## src/rtl/fetch_pc_unit.sv

```systemverilog
// MIPS instruction-fetch stage: PC register, next-PC mux, IF/ID register and
// saturating stall/flush counters. One BOOT cycle follows every reset.
module fetch_pc_unit #(
    parameter logic [31:0] RESET_PC  = 32'h0000_0000,
    parameter logic [31:0] NOP_INSTR = 32'h0000_0000,
    parameter int unsigned CNT_W     = 16
) (
    input  logic             clk,
    input  logic             rst,
    input  logic             pc_en,
    input  logic             fd_en,
    input  logic             fd_flush,
    input  logic [1:0]       pc_sel,
    input  logic [31:0]      reg_target,
    input  logic [31:0]      br_target,
    output logic [31:0]      imem_addr,
    input  logic [31:0]      imem_rdata,
    output logic [31:0]      pc,
    output logic [31:0]      fd_ir,
    output logic [31:0]      fd_pc4,
    output logic             fd_valid,
    output logic [CNT_W-1:0] stall_cnt,
    output logic [CNT_W-1:0] flush_cnt
);

    typedef enum logic [0:0] {StBoot, StRun} state_e;

    state_e           state_q, state_d;
    logic [31:0]      pc_q, pc_d;
    logic [31:0]      fd_ir_q, fd_ir_d;
    logic [31:0]      fd_pc4_q, fd_pc4_d;
    logic             fd_valid_q, fd_valid_d;
    logic [CNT_W-1:0] stall_cnt_q, stall_cnt_d;
    logic [CNT_W-1:0] flush_cnt_q, flush_cnt_d;

    logic [31:0] pc_plus4;
    logic [31:0] jump_target;

    assign pc_plus4    = pc_q + 32'd4;
    // Jump target comes from the IF/ID copy of the jump, not the word being fetched.
    assign jump_target = {fd_pc4_q[31:28], fd_ir_q[25:0], 2'b00};

    always_comb begin
        state_d     = state_q;
        pc_d        = pc_q;
        fd_ir_d     = fd_ir_q;
        fd_pc4_d    = fd_pc4_q;
        fd_valid_d  = fd_valid_q;
        stall_cnt_d = stall_cnt_q;
        flush_cnt_d = flush_cnt_q;

        unique case (state_q)
            StBoot: begin
                state_d = StRun;
            end
            StRun: begin
                // A taken branch wins over a load-use stall.
                if (pc_sel == 2'd3) begin
                    pc_d = br_target;
                end else if (!pc_en) begin
                    pc_d = pc_q;
                end else if (pc_sel == 2'd2) begin
                    pc_d = jump_target;
                end else if (pc_sel == 2'd1) begin
                    pc_d = reg_target;
                end else begin
                    pc_d = pc_plus4;
                end

                if (fd_flush) begin
                    fd_ir_d    = NOP_INSTR;
                    fd_pc4_d   = 32'd0;
                    fd_valid_d = 1'b0;
                end else if (fd_en) begin
                    fd_ir_d    = imem_rdata;
                    fd_pc4_d   = pc_plus4;
                    fd_valid_d = 1'b1;
                end

                if (!pc_en && (stall_cnt_q != {CNT_W{1'b1}})) begin
                    stall_cnt_d = stall_cnt_q + CNT_W'(1);
                end
                if (fd_flush && (flush_cnt_q != {CNT_W{1'b1}})) begin
                    flush_cnt_d = flush_cnt_q + CNT_W'(1);
                end
            end
            default: begin
                state_d = StBoot;
            end
        endcase
    end

    always_ff @(posedge clk) begin
        if (rst) begin
            state_q     <= StBoot;
            pc_q        <= RESET_PC;
            fd_ir_q     <= NOP_INSTR;
            fd_pc4_q    <= 32'd0;
            fd_valid_q  <= 1'b0;
            stall_cnt_q <= '0;
            flush_cnt_q <= '0;
        end else begin
            state_q     <= state_d;
            pc_q        <= pc_d;
            fd_ir_q     <= fd_ir_d;
            fd_pc4_q    <= fd_pc4_d;
            fd_valid_q  <= fd_valid_d;
            stall_cnt_q <= stall_cnt_d;
            flush_cnt_q <= flush_cnt_d;
        end
    end

    assign imem_addr = pc_q;
    assign pc        = pc_q;
    assign fd_ir     = fd_ir_q;
    assign fd_pc4    = fd_pc4_q;
    assign fd_valid  = fd_valid_q;
    assign stall_cnt = stall_cnt_q;
    assign flush_cnt = flush_cnt_q;

endmodule

```

## config.mk

```make
export PLATFORM = sky130hd
export DESIGN_NAME = fetch_pc_unit
export DESIGN_NICKNAME = d
export VERILOG_FILES = /design/src/rtl/fetch_pc_unit.sv
export SDC_FILE = /design/constraint.sdc
export NUM_CORES = 1
export LEC_CHECK = 0
export CAP_MARGIN = 20
export CORE_UTILIZATION = 46
export CTS_CLUSTER_DIAMETER = 150
export DETAILED_ROUTE_END_ITERATION = 10
export PLACE_DENSITY = 0.95
export REMOVE_ABC_BUFFERS = 1
export SKIP_LAST_GASP = 1
export SLEW_MARGIN = 20
export SYNTH_ARGS = -nofsm -noshare
export SYNTH_HDL_FRONTEND = slang
export SYNTH_SLANG_ARGS = --single-unit
```

## constraint.sdc

```tcl
create_clock -name clk -period 3.9 [get_ports clk]
set_input_delay 0.585 -clock clk [delete_from_list [all_inputs] [get_ports clk]]
set_output_delay 0.585 -clock clk [all_outputs]
set_load 0.02 [all_outputs]
```

# [Yosys cells after proc, flatten, opt, wreduce, memory -nomap -nowiden]
# Index checks and enable logic that the tools add are counted.
[word_totals] register_bits=130 inputBits=103 word_cells=35
[classes] addsub=3 n_eq_ne=5 n_mux=11 reduce_logical=9
[ops] operator="two-way mux 32 bit" count=8
[ops] operator="adder 16 x 1 -> 16 bit, second input constant" count=2
[ops] operator="adder 32 x 3 -> 32 bit, second input constant" count=1
[ops] operator="!= test 16 bit, second input constant" count=2
[ops] operator="AND reduction 2 bit" count=4
[ops] operator="== test 2 bit, second input constant" count=2
[ops] operator="nonzero test 2 bit" count=2
[ops] operator="two-way mux 1 bit" count=3
[ops] operator="== test 2 x 1 -> 1 bit, second input constant" count=1
[ops] operator="logical AND 1 bit" count=2
[ops] operator="zero test 1 bit" count=1

# [Logic depth before layout (Yosys ltp)]
# Gate-level depths: netlist (run 1).
[logic_depth] ltp_word=5 ltp_mapped=8

# [Worst setup path after synthesis (run 1)]
# Ideal clock, no wire load.
[synth_timing] kind="reg2reg" startpoint="register pc_q[9] (netlist: imem_addr[9])" endpoint="register pc_q[23] (netlist: imem_addr[23])" t_arrival_ns=2.029 required_ns=3.778 path_slack_ns=1.749 stages_incl_launch_ff=8 path_buffers=2 synth_period_minus_slack_ns=2.151 cell_sequence="dfxtp_1 -> buf_2 -> and4_1 -> buf_2 -> nand2_1 -> or4_1 -> mux2i_1 -> a311o_1"
[synth_via] elab_chain_len=5
[synth_rtl] item="start, declared" line="29" text="logic [31:0] pc_q, pc_d;"
[synth_rtl] item="start signal, assigned" line="104" text="pc_q <= pc_d;"
[synth_rtl] item="adder 32 x 3 -> 32 bit" line="39" text="assign pc_plus4 = pc_q + 32'd4;"
[synth_rtl] item="two-way mux 32 bit" line="64" text="end else if (pc_sel == 2'd1) begin"
[synth_rtl] item="two-way mux 32 bit" line="62" text="end else if (pc_sel == 2'd2) begin"
[synth_rtl] item="two-way mux 32 bit" line="60" text="end else if (!pc_en) begin"
[synth_rtl] item="two-way mux 32 bit" line="58" text="if (pc_sel == 2'd3) begin"
# Every way passes these cells. The select of a mux whose other input is x is not followed.
# A chain may end at the register's enable or synchronous reset.

# [Worst setup path after layout (run 1)]
[layout_timing] startpoint="register pc_q[3] (netlist: imem_addr[3])" endpoint="register fd_pc4_q[16] (netlist: fd_pc4[16])"
[layout_via] elab_chain_len=3
[layout_rtl] item="adder 32 x 3 -> 32 bit" line="39"
[layout_rtl] item="two-way mux 32 bit" line="74" text="end else if (fd_en) begin"
[layout_rtl] item="two-way mux 32 bit" line="70" text="if (fd_flush) begin"
[layout_rtl] item="end signal, assigned" line="106" text="fd_pc4_q <= fd_pc4_d;"
[layout_rtl] item="end, declared" line="31" text="logic [31:0] fd_pc4_q, fd_pc4_d;"
# Every way passes these cells. The select of a mux whose other input is x is not followed.

==> impl_metrics.toml, run 1 <==
[detailed_routing]
drt-total-wl_um = 22300
drc = 0
dr.first_iter.drc_count = 703
routed_via_density = 5.93
antenna_left = 0
wl_per_cell_um = 19.0
vias = 6951
drt_first_pass_iters = 5

[synthesis]
synthAdderAreaFrac_pct = 0.553
synth-simple-area-share_pct = 19.7
synthFlopType = "dfxtp_1"
synth.distinct_cells = 61
syn_inst = 777
seq_area_frac_synth_pct = 38.4
synth-xor-area-share_pct = 7.23
synth-compound-area-share_pct = 19.2
syn_area_per_cell_um2 = 8.73
synthMuxAreaShare_pct = 7.16
synth_top_family_by_area = "simple AND/OR/NAND/NOR gates"
synth_area_um2 = 6780
ys_seq_elements = 130
yosysWarnings = 0
synth_edf_count = 0
synthArstFlopShare_pct = 0

[layout]
layout.area.seq_um2 = 2600
multi_input_area_um2 = 3690
insertedDiodeCount = 0
drive_above_1_share_pct = 8.09
fillerInstances = 1077
final_area_um2 = 9840
final_util_pct = 68.0
area_growth_pct = 45.0
num-nets-final = 1085

[timing]
slew_headroom_pct = 16.7
slew_violations = 0
skew_ns = 0.0105
worst_slew_pin_slew_ns = 1.25
setup_tns_ns = 0
fin_crit_sh_pct = 63.7
timing.final.crit_period_ns = 2.48
rsz0062_at_grt = "no"
hold_violations = 0
fmax_mhz = 403
setup_viol = 0

[placement]
io_buffers = 263
dpl_cell_area_um2 = 9270
gp_congestion = 0.821
hpwl_um = 15700

[power_and_ir_drop]
power.leakage_nw = 3.47
p_per_area_nw_per_um2 = 356
vdd_drop_max_uv = 302
power_w = 0.00350

[floorplan]
ios = 264
die-width_um = 123
die_h_um = 123
die-area_um2 = 15200
design.core.area_um2 = 14500
placement_rows = 44
start_util_pct = 46.9

[global_route]
grt_max_degree = 58
grt_pass1_vias = 6718
grt_use_met1_pct = 35.5
gr-total-overflow = 0
grtUsageTotal_pct = 29.5
grt_first_pass_wirelength_um = 34200
top_usage_layer = "met2"
grt_use_met3_pct = 6.83
antenna_found_initial = 0
global_route.usage.met2_pct = 49.8

[clock_network]
hold_buffers = 0
h-tree-depth = 4
post_cts_resized = 0
clk_pin_slew_ns = 0.05
clockBufferDepth = 2
worstSkewPairLatency_ns = 0.42
root_buffer = "clkbuf_16"
post_cts_buffers = 0
clock_sinks = 130
cts_tree = "yes"
cts_buffers = 17

[critical_path]
setup.worst_path.end_class = "flop"
cp-start-kind = "flop"
worstPathArrival_ns = 2.79
cp_max_fo = 8
crit_type = "flop to flop"
required_ns = 4.21

[flow_run]
maxCapViolCount = 0

[hold_path]
min_path_type = "flop to flop"

[outcome]
status = "finished clean"
[final timing paths]
| path | from | endpoint | slack [ns] | cells past startpoint |
|---|---|---|---|---|
| hold / removal | fd_pc4[9]$_SDFFE_PP0P_ | fd_pc4[9]$_SDFFE_PP0P_ | 0.48 | 1 |
| hold reg to reg | fd_pc4[9]$_SDFFE_PP0P_ | fd_pc4[9]$_SDFFE_PP0P_ | 0.48 | 1 |
| setup / recovery | imem_addr[3]$_SDFFE_PP0P_ | fd_pc4[16]$_SDFFE_PP0P_ | 1.42 | 6 |
| setup reg to reg | imem_addr[3]$_SDFFE_PP0P_ | fd_pc4[16]$_SDFFE_PP0P_ | 1.42 | 6 |
[registers in the layout, summed over array words and instances (netlist names)]
signal / cells
fd_ir: 32
fd_pc4: 32
imem_addr: 32
flush_cnt: 16
stall_cnt: 16
fd_valid: 1
state_q: 1
[metal layers]
layer | wire [um] | share of wire (%)
met1 | 9100 | 41
met2 | 10800 | 49
met3 | 1780 | 8.0
met4 | 583 | 2.6
met5 | 0 | 0
[Yosys cell counts (all sizes together) (6+ instances only)]
cell | count | area (um^2)
nand3 | 24 | 120
nand2 | 37 | 146
xor2 | 17 | 149
inv | 14 | 52.6
a22oi | 63 | 473
and3 | 9 | 56.3
nor4 | 14 | 103
and2 | 7 | 43.8
mux2 | 26 | 293
mux2i | 8 | 80.1
o211ai | 6 | 45.0
nand4 | 23 | 156
o21ai | 18 | 90.1
buf | 42 | 295
and4 | 8 | 70.1
a21oi | 28 | 140
nor3 | 15 | 75.1
or4 | 7 | 56.3
nor2 | 103 | 387
dfxtp | 130 | 2600
a22o | 21 | 184
xnor2 | 39 | 342
clkbuf | 48 | 181
[kinds of logic (layout without fill, tap and decap cells)]
group           Yosys count  count (layout)
compound gates          182             182
mux                      39              39
flops                   130             130
simple gates            263             263
buf+inv                 104             316
fa+ha+maj                 3               3
xor+xnor                 56              56
[stage by stage]
step | std cells | hold WS (ns) | setup slack [ns]
final | 1173 | 0.480 | 1.42
after global routing | 1173 | 0.493 | 1.16
after CTS | 1173 | 0.483 | 1.37
after detailed placement | 1144 | 0.468 | 1.25
after global placement | 1144 | 0.462 | 1.28
after floorplan | 687 | 0.545 | 0.953
[worst max-delay path, stage by stage, from the launching register on]
cell     delay, ns
dfxtp_1       0.44
ha_1          0.44
inv_1         0.16
nor4_1        0.76
nand2_1       0.16
xnor2_1       0.18
a22o_1        0.23
[layout by cell type (no fill, tap or decap), types with 5 or more instances in the layout]
| cell | instances |
|---|---|
| clkdlybuf4s50_1 | 260 |
| dfxtp_1 | 130 |
| nor2_1 | 102 |
| a22oi_1 | 63 |
| xnor2_1 | 39 |
| nand2_1 | 36 |
| a21oi_1 | 28 |
| mux2_2 | 26 |
| nand3_1 | 24 |
| nand4_1 | 21 |
| a22o_1 | 21 |
| xor2_1 | 17 |
| clkbuf_16 | 17 |
| inv_1 | 14 |
| o21ai_0 | 14 |
| nor3_1 | 14 |
| nor4_1 | 13 |
| buf_4 | 11 |
| and3_1 | 9 |
| and4_1 | 8 |
| mux2i_1 | 8 |
| and2_1 | 7 |
| o211ai_1 | 6 |
| or4_1 | 6 |
| nand3b_1 | 5 |
| a31oi_1 | 5 |
| a21o_1 | 5 |
| mux4_2 | 5 |
[area by class of cell]
cell class              count  area share, %
clock buffers              22           4.62
clock inverters             7           1.12
inverters                  14          0.534
multi-input cells         543           37.6
flip-flops and latches    130           26.4
well taps                 184           2.34
repair buffers            273           27.4
[report_power, final]
group          internal, W  switching (W)  total, W
sequential         0.00136      0.0000585   0.00142
clock              0.00100       0.000560   0.00156
combinational     0.000263       0.000252  0.000515
total              0.00263       0.000870   0.00350
Note: power is estimated with default switching activity, not from simulation.
==> run 2, diff against run 1 <==
CORE_UTILIZATION = 40   (was 46)
PLACE_DENSITY = 0.88   (was 0.95)
clock period = 2.1 ns   (was 3.9 ns; I/O delays follow)
==> run 2 against run 1 <==
  * Utilization decreased by 5.4 points
  * Non-clock buffer count increased by 66
  * Power increased by 82%
  * Global-route usage decreased by 2.6 points
  * Register-to-register slack got worse by 1.3 ns
  * First-iteration DRC count decreased by 30%
  * Die area increased by 15%
  * Routed wire length increased by 5.8%
  * Combinational power increased by 110%
  * Fmax increased by 27%
  * Critical path depth unchanged
==> impl_metrics.toml, run 2 (synthesis results as in run 1) <==
[outcome]
status = "finished clean"

[critical_path]
critical-path-slowest-cell = "dfxtp_1"
r2r_slack_ns = 0.15
cp_max_fo = 5
required_ns = 2.39
worstPathArrival_ns = 2.25
cp-start-kind = "flop"
cp_num_buf_inv = 1
setup.worst_path.end_class = "flop"
crit_chain = "ha_1 > inv_1 > nor4_4 > nand4_1 > and3_1 > o31a_1"
critPathMaxStageDelay_ns = 0.42
crit_type = "flop to flop"
path_delay_family = "simple AND/OR/NAND/NOR gates"

[floorplan]
design.core.area_um2 = 16600
die_h_um = 132
die-width_um = 132
start_util_pct = 40.9
die-area_um2 = 17500
ios = 264
placement_rows = 47

[detailed_routing]
drt-total-wl_um = 23600
dr.first_iter.drc_count = 493
drc = 0
vias = 7147
wl_per_cell_um = 18.5
antenna_left = 0
routed_via_density = 5.61
drt_first_pass_iters = 5

[placement]
io_buffers = 263
gp_congestion = 0.877
dpl_cell_area_um2 = 9840
dp.cells = 1246
hpwl_um = 17400

[layout]
fillerInstances = 1381
layout.area.seq_um2 = 2600
final_area_um2 = 10400
num-nets-final = 1151
area_growth_pct = 52.9
multi_input_area_um2 = 3700
final_cells = 1274
layout_common_cells = "clkdlybuf4s50_1 (260), dfxtp_1 (129), nor2_1 (102), buf_4 (75), a22oi_1 (63)"
insertedDiodeCount = 0
drive_above_1_share_pct = 14.4
final_common_cell = "clkdlybuf4s50_1"

[clock_network]
cts_tree = "yes"
clockBufferDepth = 2
root_buffer = "clkbuf_16"
hold_buffers = 0
clk_pin_slew_ns = 0.06
post_cts_resized = 0
cts_buffers = 17
worstSkewPairLatency_ns = 0.41
h-tree-depth = 4
post_cts_buffers = 0
clock_sinks = 130

[timing]
slew_violations = 0
fmax_mhz = 512
hold_violations = 0
rsz0062_at_grt = "no"
worst_slew_pin_slew_ns = 0.957
setup_viol = 0
setup_tns_ns = 0
timing.final.crit_period_ns = 1.95
fin_crit_sh_pct = 93.0
slew_headroom_pct = 36.2
skew_ns = 0.0124

[hold_path]
min_path_type = "primary input to flop"

[global_route]
antenna_found_initial = 0
grt_first_pass_wirelength_um = 37200
grtUsageTotal_pct = 26.9
grt_max_degree = 44
gr-total-overflow = 0
grt_pass1_vias = 7077

[power_and_ir_drop]
power_w = 0.00638
power.leakage_nw = 3.80
vdd_drop_max_uv = 528
p_per_area_nw_per_um2 = 615

[flow_run]
maxCapViolCount = 0
==> run 2: cell count changes in the layout (fill, tap and decap cells not counted), moves of 2 or more <==
cell	before	now
buf_12	0	2
buf_4	11	75
bufinv_16	3	1
clkbuf_1	4	1
clkinv_2	4	7
==> run 2: final cells by class <==
class | count | share of cell area [%]
Sequential cell | 130 | 25.1
Tap cell | 220 | 2.65
Multi-Input combinational cell | 543 | 35.7
Clock inverter | 8 | 0.627
Clock buffer | 20 | 4.40
Timing Repair Buffer | 339 | 31.0
Inverter | 14 | 0.507
==> run 2: power by group <==
group | internal (W) | switching (W) | leakage, nW | total (W)
Clock | 0.00165 | 0.00104 | 0.267 | 0.00268
Combinational | 0.000559 | 0.000543 | 2.48 | 0.00110
Sequential | 0.00253 | 0.0000590 | 1.05 | 0.00259
==> run 2: final timing paths <==
| kind | startpoint | endpoint | cells after the start |
|---|---|---|---|
| setup / recovery | imem_addr[2]$_SDFFE_PP0P_ | imem_addr[28]$_SDFFE_PP0P_ | 6 |
| hold / removal | rst | fd_pc4[0]$_SDFFE_PP0P_ | 2 |
| setup reg to reg | imem_addr[2]$_SDFFE_PP0P_ | imem_addr[28]$_SDFFE_PP0P_ | 6 |
| hold reg to reg | fd_pc4[11]$_SDFFE_PP0P_ | fd_pc4[11]$_SDFFE_PP0P_ | 1 |
==> run 2: stage by stage <==
stage	util, %	setup WS [ns]	hold slack (ns)
after floorplan	-	-0.577	0.384
after global placement	59.3	0.0631	0.464
after detailed placement	59.3	-0.0106	0.466
after CTS	62.5	0.0484	0.228
after global routing	62.5	0.0334	0.240
final	62.5	0.147	0.245
==> run 2: per-layer routing <==
layer	part of all wire [%]	GRT usage, %
met5	0	0
met3	8.2	7.34
met1	40	32.2
met4	1.7	9.26
met2	50	46.4
